[src/rtl/sop_pkg.sv]
// sop_pkg: shared widths, default frame geometry and FSM encoding for the SOP stage
package sop_pkg;
  localparam int SOP_OUT_WIDTH = 8;
  localparam int DEF_FRAME_LEN = 8;
  localparam int DEF_CNT_WIDTH = $clog2(DEF_FRAME_LEN);
  localparam int DEF_ACC_WIDTH = SOP_OUT_WIDTH + DEF_CNT_WIDTH;
  typedef enum logic {ST_IDLE = 1'b0, ST_ACCUM = 1'b1} state_t;
endpackage

[src/rtl/sop_frame_counter.sv]
// sop_frame_counter: sample-in-frame counter with clear, increment and terminal-count flag
module sop_frame_counter #(
  parameter int FRAME_LEN = 8,
  parameter int CNT_WIDTH = 3
) (
  input  logic                 clk,
  input  logic                 rst,
  input  logic                 clr,
  input  logic                 inc,
  output logic [CNT_WIDTH-1:0] cnt,
  output logic                 tc
);
  assign tc = cnt == CNT_WIDTH'(FRAME_LEN - 1);
  always_ff @(posedge clk or negedge rst)
    if (!rst) cnt <= '0;
    else cnt <= clr ? '0 : inc ? cnt + CNT_WIDTH'(1) : cnt;
endmodule

[src/rtl/sop_frame_accumulator.sv]
// sop_frame_accumulator: sums fixed-length SOP frames and hands sum/peak downstream over valid/ready,
// dropping (and flagging) a frame that completes while the previous result is still unread.
module sop_frame_accumulator
  import sop_pkg::*;
#(
  parameter int IN_WIDTH  = SOP_OUT_WIDTH,
  parameter int FRAME_LEN = DEF_FRAME_LEN,
  parameter int CNT_WIDTH = $clog2(FRAME_LEN),
  parameter int ACC_WIDTH = IN_WIDTH + CNT_WIDTH
) (
  input  logic                 clk,
  input  logic                 rst,
  input  logic                 en,
  input  logic                 in_valid,
  input  logic [IN_WIDTH-1:0]  in_data,
  input  logic                 out_ready,
  input  logic                 clr_ovr,
  output logic                 out_valid,
  output logic [ACC_WIDTH-1:0] out_sum,
  output logic [IN_WIDTH-1:0]  out_max,
  output logic                 overrun,
  output logic                 busy
);
  state_t state, nxt;
  logic [ACC_WIDTH-1:0] acc, sum_n;
  logic [IN_WIDTH-1:0] peak, max_n;
  logic [CNT_WIDTH-1:0] cnt;
  logic tc, run, take, done, load;
  assign run   = state == ST_ACCUM && en;
  assign take  = run && in_valid;
  assign done  = take && tc;
  assign load  = done && (!out_valid || out_ready);
  assign sum_n = acc + ACC_WIDTH'(in_data);
  assign max_n = in_data > peak ? in_data : peak;
  assign busy  = state == ST_ACCUM && cnt != '0;
  sop_frame_counter #(.FRAME_LEN(FRAME_LEN), .CNT_WIDTH(CNT_WIDTH)) u_cnt (
    .clk(clk), .rst(rst), .clr(!run || done), .inc(take), .cnt(cnt), .tc(tc)
  );
  always_comb nxt = en ? ST_ACCUM : ST_IDLE;
  always_ff @(posedge clk or negedge rst)
    if (!rst) state <= ST_IDLE;
    else state <= nxt;
  // leaving ACCUM or closing a frame both restart the partial sum and peak
  always_ff @(posedge clk or negedge rst)
    if (!rst) begin
      acc  <= '0;
      peak <= '0;
    end else begin
      acc  <= (!run || done) ? '0 : take ? sum_n : acc;
      peak <= (!run || done) ? '0 : take ? max_n : peak;
    end
  always_ff @(posedge clk or negedge rst)
    if (!rst) begin
      out_valid <= 1'b0;
      out_sum   <= '0;
      out_max   <= '0;
      overrun   <= 1'b0;
    end else begin
      out_valid <= load || (out_valid && !out_ready);
      out_sum   <= load ? sum_n : out_sum;
      out_max   <= load ? max_n : out_max;
      overrun   <= (done && !load) || (overrun && !clr_ovr);
    end
endmodule
[config.mk]
export PLATFORM = sky130hd
export DESIGN_NAME = sop_frame_accumulator
export DESIGN_NICKNAME = d
export VERILOG_FILES = /design/src/rtl/sop_pkg.sv /design/src/rtl/sop_frame_counter.sv /design/src/rtl/sop_frame_accumulator.sv
export SDC_FILE = /design/constraint.sdc
export NUM_CORES = 1
export LEC_CHECK = 0
export ABC_AREA = 1
export CORE_MARGIN = 4
export CORE_UTILIZATION = 54
export DETAILED_ROUTE_END_ITERATION = 8
export PLACE_DENSITY = 0.78
export SLEW_MARGIN = 5
export SYNTH_ARGS = -nofsm -noshare
export SYNTH_HDL_FRONTEND = slang
export SYNTH_SLANG_ARGS = --single-unit
[constraint.sdc]
create_clock -name clk -period 1.82 [get_ports clk]
set_input_delay 0.364 -clock clk [delete_from_list [all_inputs] [get_ports clk]]
set_output_delay 0.364 -clock clk [all_outputs]
set_load 0.005 [all_outputs]
Yosys cells after proc, flatten, opt, wreduce, memory -nomap -nowiden
Index checks and enable logic that the tools add are counted.

Flip-flop bits (word level): 44. Memory bits (writable): 0. Word-level logic and storage cells: 39. Bits in latches: 0. Bits of input ports: 14. Output and inout bits: 22. Memories kept: 0. Memory bits (read-only): 0.

Shift operators: 0. Bitwise operators: 0. $mul: 0. Reductions and logical operators: 19. Magnitude comparators: 1. Muxes and demuxes: 8. $add $sub $neg: 2. Div/mod/pow operators: 0. Equal/unequal tests: 1.

Operator list (count): 2-to-1 mux 8 bit (3); 2-to-1 mux 11 bit (2); adder 11 x 8 -> 11 bit (1); > comparator 8 bit (1); logical AND 1 bit (8); 2-to-1 mux 3 bit (2); logical NOT 1 bit (5); logical OR 1 bit (4); adder 3 x 1 -> 3 bit (second input constant) (1); == test 3 bit (second input constant) (1); nonzero test 3 bit (1); nonzero test 2 bit (1); 2-to-1 mux 1 bit (1).

Logic depth before layout (Yosys ltp)
Gate-level depths: netlist of the first run.

Depth after elaboration: 7. Depth in mapped cells: 13. Depth with buffers taken out: 13.

Hierarchy
A second synthesis of the first run with hierarchy kept.

Cell total of the unflattened synthesis: 331. Area total of the unflattened synthesis: 2572.5 um2.

Modules (own cells, without submodules): sop_frame_accumulator (sequential area each 1026.0 um2, instances 1, cells an instance 314, area an instance 2424.8 um2); sop_frame_counter (sequential area each 75.1 um2, instances 1, cells an instance 17, area an instance 147.6 um2).

Worst setup path before layout of the first run
No wires, ideal clock.

Path kind: input to register. From: in in_data[0]. To: reg acc[8]. Buffers on the path: 0. Required time: 1.694 ns. Slack: 0.180 ns. Arrival time: 1.514 ns. Setup time: 0.126 ns. Cell stages on the path: 11. Cell sequence: ha_1 inv_1 fa_1 inv_1 nand3_1 nand3_1 nand2_1 nand2_1 nand2_1 nand3_1 o21ai_0.

Word-level cells in the longest chain between the ends: 3.

RTL lines: start: declaration (RTL line sop_frame_accumulator.sv:15) `input logic [IN_WIDTH-1:0] in_data,`; adder 11 x 8 -> 11 bit (RTL line sop_frame_accumulator.sv:33) `assign sum_n = acc + ACC_WIDTH'(in_data);`; 2-to-1 mux 11 bit (2 in series) (RTL line sop_frame_accumulator.sv:49) `acc <= (!run || done) ? '0 : take ? sum_n : acc;`; end signal: assignment (RTL line sop_frame_accumulator.sv:49); end: declaration (RTL line sop_frame_accumulator.sv:25) `logic [ACC_WIDTH-1:0] acc, sum_n;`.

Every way passes these cells. The select of a mux whose other input is x is not followed. A chain may end at the register's enable or synchronous reset.

Worst setup path after layout of the first run
From: reg peak[5]. To: reg out_max[4].

Word-level cells in the longest chain between the ends: 2.

RTL lines: start: declaration (RTL line sop_frame_accumulator.sv:26) `logic [IN_WIDTH-1:0] peak, max_n;`; start signal: assignment (RTL line sop_frame_accumulator.sv:50) `peak <= (!run || done) ? '0 : take ? max_n : peak;`; > comparator 8 bit (RTL line sop_frame_accumulator.sv:34) `assign max_n = in_data > peak ? in_data : peak;`; 2-to-1 mux 8 bit (RTL line sop_frame_accumulator.sv:34); end signal: assignment (RTL line sop_frame_accumulator.sv:61) `out_max <= load ? max_n : out_max;`; end: declaration (RTL line sop_frame_accumulator.sv:20) `output logic [IN_WIDTH-1:0] out_max,`.

Every way passes these cells.

==> impl_results.md, run 1 <==
* Routed wire per std cell at ~15 um
* Clock skew at about 11 ps
* Critical Path RT at approximately 2000 ps
* Status: finished, final reports clean
* Site row count at 24
* Number of global-route vias before repair at 2441
* Worst path slowest cell: dfrtp_1
* Yosys top cell by area: dfrtp_1
* Setup Viol. Count Final at 0
* Post-route minimum period at about 1700 ps
* CTS clk-pin slew, worst paths at 90 ps
* P_leak at 1.83 nW
* Post-route ant nets at 0
* Pwr Density at between 600 and 700 mW/mm^2
* Max Cap Viol at 0
* Critical path class: flip-flop to flip-flop
* Tot Pwr at 2.14 mW
* Top post-synthesis cells by area: dfrtp_1 (43%), nand2_1 (17%), ha_1 (9.2%)
* R2R Setup Slk at 80 ps
* Die W at between 70 and 80 um
* I/O Buffers at 35
* WL final at ~6400 um
* # diodes at 0
* Layout Nets at roughly 420
* Critical Path End Type: flip-flop
* Layout area overhead at 31.8%
* Starting DRC count in detailed routing at 148
* Crit Path Max Fanout at 8
* Flops & latches, synth at 44
* Post-Syn Instances at about 330
* Ports at 36
* Final setup TNS at 0 ps
* Pins Over Slew Limit at 0
* Num CTS Buffers at 5
* Commonest non-fill, non-tap cell in the layout: nand2_1
* Family with the most delay on the worst path: simple AND/OR/NAND/NOR gates
* CP bufs+invs at 1
* Die H at approximately 77 um
* Die footprint at slightly below 0.006 mm^2
* Gr ovfl total at 0
* Share of cells above drive strength 1 at between 10% and 20%
* Worst Reg2Reg Path Length in Cells at 10
* Share of the synthesized area in the top cell type at around 43%
* Post-route insts no fill at around 440
* Detailed placement HPWL at about 4500 um
* Initial antenna violation count at 0
* Max incr delay on CP at around 390 ps
* Syn Nets at about 360
* Sequential element share of the synthesized area at between 40% and 50%
* DRC at 0
* Startpoint types: flip-flop
* Clk Latency, worst-skew pair at roughly 300 ps
* Placed Instances at 432
* Final hold vios at 0
* Via count at between 2000 and 2500
* CTS tree: done
* GRT Total Usage at between 20% and 30%
* Via density at between 5 and 6
* Cell breakdown of the critical path: inv_1 -> ha_4 -> a21oi_2 -> nor2_1 -> nor2_1 -> nand2_2 -> nand2_4 -> nand2_1 -> nand3_1 -> nand2_1
* Synth warn at 0
* CTS sink cnt at 44
* CP arrival at slightly below 2000 ps
* Fmax at about 0.57 GHz
* Netlist cell types at 30
* H-tree lvl count at 2
* Global-route wire length before repair at 11000 um
* GP Congestion at 0.873
* Max IR drop VDD at approximately 0.49 mV
* Starting Density at between 50 and 60%
* Most frequent cells in the layout: nand2_1 (115), nand3_1 (45), dfrtp_1 (44), inv_1 (41), clkdlybuf4s50_1 (25)
* Util after Layout at between 70% and 80%
* Worst hold path type: input port to async pin
* Origin of the worst setup path: peak[5]
* Core area at ~0.0045 mm^2
* Root Buffer: clkbuf_8
* Final period util at between 90 and 100%
* Netlist Area Pre-Place at between 0.002 and 0.003 mm^2
* Max clock buf depth at 2
* Worst-Margin Slew at 524 ps
* Largest net degree at the start of global routing at 25
* Syn_area_per_cell at ~7.8 um^2
* Reg-to-reg endpoint: out_max[4]
* Drt pass-1 iters at 4
* Reg2reg start: peak[5]
* Relative slew slack at roughly two thirds
per-layer routing:
layer / up-vias / global-route usage (%) / wire [um]
met5: - / 0 / 0
met4: 0 / 8.90 / 155
met3: 16 / 4.33 / 329
met2: 73 / 39.9 / 3160
met1: 1112 / 27.6 / 2800
li1: 1172 / - / -
registers in the layout (all words and copies together), names as in the netlist:
| register | count |
|---|---|
| peak | 8 |
| acc | 11 |
| overrun | 1 |
| u_cnt.cnt | 3 |
| state | 1 |
| out_valid | 1 |
| out_sum | 11 |
| out_max | 8 |
cell usage after synthesis:
cell and number:
a21oi_1 9, nand4_2 1, inv_2 2, a21o_1 1, o22ai_1 2, or2_2 1, nor2_1 9, nand2_2 4
inv_1 42, o21bai_1 1, inv_4 1, nand2_4 1, o21ai_1 2, ha_1 19, buf_6 4, a21oi_4 1
nor2_4 1, a22o_1 1, dfrtp_1 44, buf_2 1, nand3_1 46, o21ai_0 7, nand4_1 2, o21ai_2 2
or2_1 1, fa_1 1, xnor2_1 3, nor2_2 2, nand2_1 117, a21boi_0 1
report_power, final:
| part | internal (mW) | switching [mW] | leakage [nW] |
|---|---|---|---|
| clock network | 0.408 | 0.343 | 0.0552 |
| registers | 0.995 | 0.0134 | 0.608 |
| logic | 0.161 | 0.217 | 1.17 |
| total | 1.56 | 0.574 | 1.83 |
how the worst max path moves through the flow:
| stage | end | slack (ps) | cells past startpoint |
|---|---|---|---|
| after floorplan | acc[8] | 180 | 11 |
| after global placement | acc[8] | -340 | 12 |
| after detailed placement | acc[8] | -420 | 12 |
| after CTS | acc[8] | 5 | 12 |
| after global routing | peak[4] | -30 | 10 |
| final | out_max[4] | 80 | 10 |
stage by stage:
| step | instance area (um^2) | hold WS, ps | setup WS, ps |
|---|---|---|---|
| 2_1_floorplan | 2570 | 68.4 | 180 |
| 3_3_place_gp | 3130 | 363 | -344 |
| 3_5_place_dp | 3130 | 369 | -424 |
| 4_1_cts | 3280 | 42.7 | 4.87 |
| 5_1_grt | 3390 | 55.3 | -25.9 |
| 6_report | 3390 | 24.5 | 79.5 |
worst reg2reg max path: stages (launching register included):
cell and delay [ps]:
dfrtp_1 390, inv_1 120, ha_4 220, a21oi_2 160, nor2_1 70, nor2_1 170
nand2_2 120, nand2_4 140, nand2_1 100, nand3_1 90, nand2_1 60
cell families (layout without fill, tap and decap cells):
logic type,Yosys count,count (layout),synth area share (%)
buffers and inverters,50,111,8.60
AOI/OAI and AO/OA,27,27,6.51
and+or+nand+nor,185,185,31.1
DFF,44,44,42.8
xor gates and xnor gates,3,3,1.02
adders and majority gates,20,20,10.0
what timing repair did:
action	in CTS	in global routing
endpoints found under the hold margin	0	0
hold buffers	0	0
pin swaps	1	8
endpoints found under the setup margin	25	30
resized for setup	11	18
buffers inserted	2	0
cell type report:
| cell class | count | area [um^2] |
|---|---|---|
| Clock inverter | 2 | 35.0 |
| Multi-Input combinational cell | 235 | 1370 |
| Inverter | 45 | 171 |
| Sequential cell | 44 | 1100 |
| Timing Repair Buffer | 58 | 574 |
| Fill cell | 339 | 1080 |
| Tap cell | 52 | 65.1 |
| Clock buffer | 6 | 72.6 |
(Power assumes the default switching activity.)
==> run 2, diff against run 1 <==
--- a/config.mk
+++ b/config.mk
@@ -6,9 +6,11 @@
 export NUM_CORES = 1
 export LEC_CHECK = 0
 export ABC_AREA = 1
+export CAP_MARGIN = 10
 export CORE_MARGIN = 4
 export CORE_UTILIZATION = 54
 export DETAILED_ROUTE_END_ITERATION = 8
+export GPL_TIMING_DRIVEN = 0
 export PLACE_DENSITY = 0.78
 export SLEW_MARGIN = 5
 export SYNTH_ARGS = -nofsm -noshare
==> constraint.sdc (replaced) <==
create_clock -name clk -period 2.26 [get_ports clk]
set_input_delay 0.452 -clock clk [delete_from_list [all_inputs] [get_ports clk]]
set_output_delay 0.452 -clock clk [all_outputs]
set_load 0.005 [all_outputs]
==> run 2 against run 1 <==
Power down 26%. Combinational power down 37%. Clock skew down 1.8 ps. Largest power group unchanged. Clock-buffer cell count up 1. Core utilization down 6.2 points. Critical path type is now input port to flip-flop. First-iteration DRC count down 20%. Cell area down 8.2%. Via count down 3.5%. Hold slack better by 100 ps. Largest cell class unchanged. Global-route usage down 0.65 points. Register-to-register slack better by 320 ps. Sequential share of layout area up 2.9 points.
==> impl_results.md, run 2 (synthesized netlist as in run 1, its figures left out) <==
* Crit Path Max Fanout at 9
* Core area at ~0.0045 mm^2
* Cell breakdown of the critical path: clkdlybuf4s50_1 -> ha_1 -> nand2_1 -> nor2_2 -> nand4_2 -> nand2_2 -> nand2_1 -> nand3_1 -> nand2_1
* Worst Reg2Reg Path Length in Cells at 9
* Critical path class: input port to flip-flop
* Die W at 77.1 um
* Max Cap Viol at 0
* Drt pass-1 iters at 4
* Post-route minimum period at 2120 ps
* Worst hold path type: input port to async pin
* Share of cells above drive strength 1 at 8.87%
* CP arrival at between 2000 and 2500 ps
* Cell mode on critical path: nand2_1
* Worst-Margin Slew at 551 ps
* Starting Density at between 50 and 60%
* Die footprint at a little under 0.006 mm^2
* Num CTS Buffers at 5
* Via density at around 5.4
* Max incr delay on CP at around 480 ps
* Critical Path End Type: flip-flop
* Max IR drop VDD at 0.273 mV
* Register Area at around 0.0011 mm^2
* Layout area overhead at 20.9%
* CTS tree: done
* Routed wire per std cell at between 10 and 15 um
* Worst path slowest cell: clkdlybuf4s50_1
* Die H at slightly below 80 um
* Relative slew slack at between 60% and 70%
* Final hold vios at 0
* Reg-to-reg endpoint: out_max[1]
* Site row count at 24
* Critical Path RT at approximately 2400 ps
* Footprint of the multi-input gates at 0.00126 mm^2
* Worst hold slack at around 130 ps
* DRC at 0
* Detailed placement HPWL at between 4000 and 5000 um
* R2R Setup Slk at approximately 400 ps
* Startpoint types: input port
* H-tree lvl count at 2
* Max clock buf depth at 2
* Placed Instances at 417
* Starting DRC count in detailed routing at approximately 120
* Number of global-route vias before repair at 2313
* Root Buffer: clkbuf_8
* Top Registers: acc x11, out_sum x11
* Cts hold-fix bufs at 0
* WL final at about 6000 um
* # diodes at 0
* CTS sink cnt at between 40 and 50
* Largest net degree at the start of global routing at 24
* Reg2reg start: peak[7]
* Unrepaired setup endpoints after global routing: false
* P_leak at ~1.7 nW
* Fmax at roughly 0.47 GHz
* GP Congestion at roughly 0.91
* Setup Viol. Count Final at 0
* Clk Latency, worst-skew pair at around 300 ps
* Layout Nets at 406
* Gr ovfl total at 0
* Via count at 2289
* Ports at 36
* Pins Over Slew Limit at 0
* Global-route wire length before repair at ~11000 um
* Initial antenna violation count at 0
* Post-route ant nets at 0
* Pwr Density at approximately 510 mW/mm^2
* Clock skew at roughly 9.6 ps
* Final worst slack at approximately 140 ps
* Final period util at ~94%
* Place WS at -229 ps
* Commonest non-fill, non-tap cell in the layout: nand2_1
* CTS clk-pin slew, worst paths at around 90 ps
* Status: finished, final reports clean
* Fillers at 381
* Most frequent cells in the layout: nand2_1 (117), nand3_1 (46), dfrtp_1 (44), inv_1 (41), clkdlybuf4s50_1 (34)
* I/O Buffers at 35
* Post-route insts no fill at ~420
* GRT Total Usage at about 22%
[run 2: changes by cell type in the layout (fill, tap and decap cells not counted), moves of 2 or more]
cell	before	now
a21oi_1	7	9
a21oi_2	2	0
buf_12	3	0
buf_4	18	0
buf_6	2	4
clkbuf_8	5	7
clkdlybuf4s50_1	25	34
dlygate4sd2_1	3	0
dlymetal6s2s_1	6	0
ha_1	11	18
ha_4	7	0
nand2_1	115	117
[run 2: through the flow]
step | power [mW] | utilization, % | TNS (ps) | instance area [um^2]
2_1_floorplan | 0.972 | - | 0 | 2570
3_3_place_gp | 1.05 | 66.8 | -21380 | 2990
3_5_place_dp | 1.06 | 67.3 | -2660 | 3010
4_1_cts | 1.60 | 69.5 | 0 | 3110
5_1_grt | 1.67 | 69.6 | 0 | 3110
6_report | 1.58 | 69.6 | 0 | 3110
[run 2: cell type report]
| class | count | share of cell area [%] |
|---|---|---|
| well taps | 52 | 2.09 |
| multi-input cells | 235 | 40.4 |
| clock buffers | 7 | 3.09 |
| plain buffers | 5 | 1.61 |
| repair buffers | 36 | 12.0 |
| flip-flops and latches | 44 | 35.4 |
| inverters | 45 | 5.50 |
[run 2: worst max-delay path: cells and delay by family]
family	cells	cell delay, ps
buffers and inverters	1	480
adders and majority gates	1	320
and+or+nand+nor	7	1050
[run 2: worst max-delay path by stage]
stage | startpoint | to | slack (ps) | cells past startpoint
final | in_data[7] | out_max[1] | 140 | 9
after global routing | in_data[0] | acc[8] | 40 | 12
after CTS | in_data[0] | acc[8] | 90 | 12
after detailed placement | in_data[0] | acc[8] | -230 | 12
after global placement | rst | out_valid | -440 | 1
after floorplan | in_data[0] | acc[8] | 530 | 11
[run 2: repair_timing]
action	CTS	global route
setup buffers	0	0
resized for setup	0	3
setup endpoints to repair	0	2
[run 2: metal layers]
layer | wire length, um | track usage (%) | up-vias
met4 | 157 | 9.07 | 0
met2 | 2840 | 35.8 | 62
li1 | - | - | 1136
met5 | 0 | 0 | -
met3 | 273 | 4.68 | 18
met1 | 2710 | 28.9 | 1073
[run 2: report_power, final]
group / internal (mW) / total, mW / switching [mW]
logic: 0.0889 / 0.240 / 0.151
registers: 0.801 / 0.811 / 0.00946
clock network: 0.272 / 0.533 / 0.261
==> run 3, diff against run 2 <==
--- a/config.mk
+++ b/config.mk
@@ -8,10 +8,11 @@
 export ABC_AREA = 1
 export CAP_MARGIN = 10
 export CORE_MARGIN = 4
-export CORE_UTILIZATION = 54
+export CORE_UTILIZATION = 49
 export DETAILED_ROUTE_END_ITERATION = 8
+export GPL_ROUTABILITY_DRIVEN = 0
 export GPL_TIMING_DRIVEN = 0
-export PLACE_DENSITY = 0.78
+export PLACE_DENSITY = 0.75
 export SLEW_MARGIN = 5
 export SYNTH_ARGS = -nofsm -noshare
 export SYNTH_HDL_FRONTEND = slang
==> constraint.sdc (replaced) <==
create_clock -name clk -period 1.7 [get_ports clk]
set_input_delay 0.34 -clock clk [delete_from_list [all_inputs] [get_ports clk]]
set_output_delay 0.34 -clock clk [all_outputs]
set_load 0.005 [all_outputs]
==> run 3 against run 2 <==
Sequential share of layout area down 3.4 points. Via count up 2.7%. Power up 32%. Clock-buffer cell count down 1. Register-to-register slack worse by 350 ps. Combinational power up 62%. First-iteration DRC count down 10%. Critical path type is now flip-flop to flip-flop. Wire length up 4.5%. Sequential cell count unchanged. Hold slack worse by 100 ps. Global-route usage down 1.7 points.
==> impl_results.md, run 3 (synthesized netlist as in run 1, its figures left out) <==
* Commonest non-fill, non-tap cell in the layout: nand2_1
* Pins Over Slew Limit at 0
* Busiest grt layer: met2
* Via density at 5.18
* Crit Path Max Fanout at 3
* Gr ovfl total at 0
* Top Registers: acc x11, out_sum x11
* R2R Setup Slk at between 40 and 50 ps
* Clock power frac at a little under a third
* Global-route wire length before repair at approximately 10000 um
* Root Buffer: clkbuf_8
* Drt pass-1 iters at 4
* Core area at 0.00511 mm^2
* Cts hold-fix bufs at 0
* GRT Total Usage at between 20% and 30%
* Ports at 36
* Starting DRC count in detailed routing at around 110
* Clk Latency, worst-skew pair at about 300 ps
* Comb power frac at between 10% and 20%
* Internal at 1.50 mW
* Share of cells above drive strength 1 at 19.8%
* Worst Reg2Reg Path Length in Cells at 9
* Post-route ant nets at 0
* Number of global-route vias before repair at 2262
* Sequential power share at 51.4%
* Final setup TNS at 0 ps
* Die footprint at ~0.0065 mm^2
* Worst hold path type: input port to async pin
* P_leak at ~1.8 nW
* CP arrival at 1830 ps
* Fmax at about 0.61 GHz
* CTS tree: done
* Worst hold slack at approximately 21 ps
* Worst-Margin Slew at 553 ps
* Switching part of the total at approximately 29%
* CTS sink cnt at 44
* Site row count at 26
* Relative slew slack at between 60% and 70%
* Reg-to-reg endpoint: out_sum[4]
* Die W at between 80 and 90 um
* Layout Nets at approximately 420
* Pwr Density at ~610 mW/mm^2
* Die H at between 80 and 90 um
* Fillers at 421
* Max IR drop VDD at 0.345 mV
* CTS clk-pin slew, worst paths at ~80 ps
* Unrepaired setup endpoints after global routing: true
* Initial antenna violation count at 0
* Startpoint types: flip-flop
* Critical path class: flip-flop to flip-flop
* Via count at about 2400
* Setup Viol. Count Final at 0
* Largest net degree at the start of global routing at 24
* Starting Density at about half
* Num CTS Buffers at 5
* Detailed placement HPWL at ~4300 um
* Final period util at a little over nine tenths
* Met3 GRT Util at 4.60%
* Final hold vios at 0
* DRC at 0
* Post-route minimum period at approximately 1700 ps
* Clock skew at roughly 9.6 ps
* Critical Path End Type: flip-flop
* Routed wire per std cell at 13.8 um
* Reg2reg start: acc[0]
* I/O Buffers at 35
* WL final at 6260 um
* Status: finished, final reports clean
* Global routing usage on met2 at a little over a third
* Critical Path RT at between 1500 and 2000 ps
* Layout area overhead at 33.7%
* Max clock buf depth at 2
* H-tree lvl count at 2
* Psw at between 0.6 and 0.7 mW
* Max Cap Viol at 0
* M1 GR Usage at about a quarter
* Most frequent cells in the layout: nand2_1 (110), dfrtp_1 (44), nand3_1 (40), inv_1 (36), clkdlybuf4s50_1 (25)
* # diodes at 0
==> run 3: cell count changes in the layout (fill, tap and decap cells not counted), moves of 5 or more <==
cell	delta
buf_4	+9
clkdlybuf4s50_1	-9
dlygate4sd2_1	+9
ha_1	-7
ha_4	+7
nand2_1	-7
nand2_2	+6
nand3_1	-6
nand3_2	+6
inv_1	-5
==> run 3: area by class of cell <==
| cell class | count | area [um^2] | share of cell area [%] |
|---|---|---|---|
| inverters | 45 | 176 | 5.13 |
| clock inverters | 1 | 5.00 | 0.145 |
| flip-flops and latches | 44 | 1100 | 32.0 |
| repair buffers | 47 | 474 | 13.8 |
| plain buffers | 5 | 62.6 | 1.82 |
| multi-input cells | 236 | 1460 | 42.5 |
| clock buffers | 6 | 72.6 | 2.11 |
| well taps | 70 | 87.6 | 2.54 |
==> run 3: worst max path at each step <==
stage	from	to	slack [ps]
3_5_place_dp	in_data[0]	out_sum[8]	-680
3_3_place_gp	rst	state	-930
6_report	acc[0]	out_sum[4]	50
5_1_grt	acc[0]	acc[8]	-60
2_1_floorplan	in_data[0]	acc[8]	80
4_1_cts	u_cnt.cnt[0]	peak[5]	1
==> run 3: power by group through the flow <==
stage	Sequential (mW)	Combinational (mW)	Clock, mW
3_3_place_gp	1.10	0.301	0
6_report	1.08	0.390	0.630
3_5_place_dp	1.10	0.312	0
2_1_floorplan	1.10	0.198	0
4_1_cts	1.08	0.346	0.652
5_1_grt	1.08	0.435	0.683
==> run 3: worst max-delay path: stages, from the launching register on <==
cell,delay (ps)
dfrtp_1,360
ha_2,210
inv_2,40
fa_2,380
inv_2,100
nand3_2,70
nand3_2,80
buf_4,120
xnor2_2,120
o21ai_1,80
==> run 3: stage by stage <==
| stage | instance area [um^2] | power [mW] | worst slack (ps) | util, % | instances |
|---|---|---|---|---|---|
| after floorplan | 2570 | 1.29 | 84.4 | - | 329 |
| after global placement | 3010 | 1.40 | -929 | 59.0 | 434 |
| after detailed placement | 3040 | 1.41 | -676 | 59.4 | 435 |
| after CTS | 3260 | 2.08 | 1.50 | 63.7 | 451 |
| after global routing | 3440 | 2.20 | -55.6 | 67.4 | 454 |
| final | 3440 | 2.10 | 48.9 | 67.4 | 454 |
==> run 3: layer usage <==
layer	vias to the layer above	wire length [um]
met3	19	262
met4	0	169
met1	1105	2750
met2	63	3080
li1	1164	-
met5	-	0
==> run 3: what timing repair did <==
action,in CTS,in global routing
pin swaps,6,6
endpoints found under the setup margin,31,34
gates resized for setup,24,35
buffers inserted,8,2
gates cloned,1,1
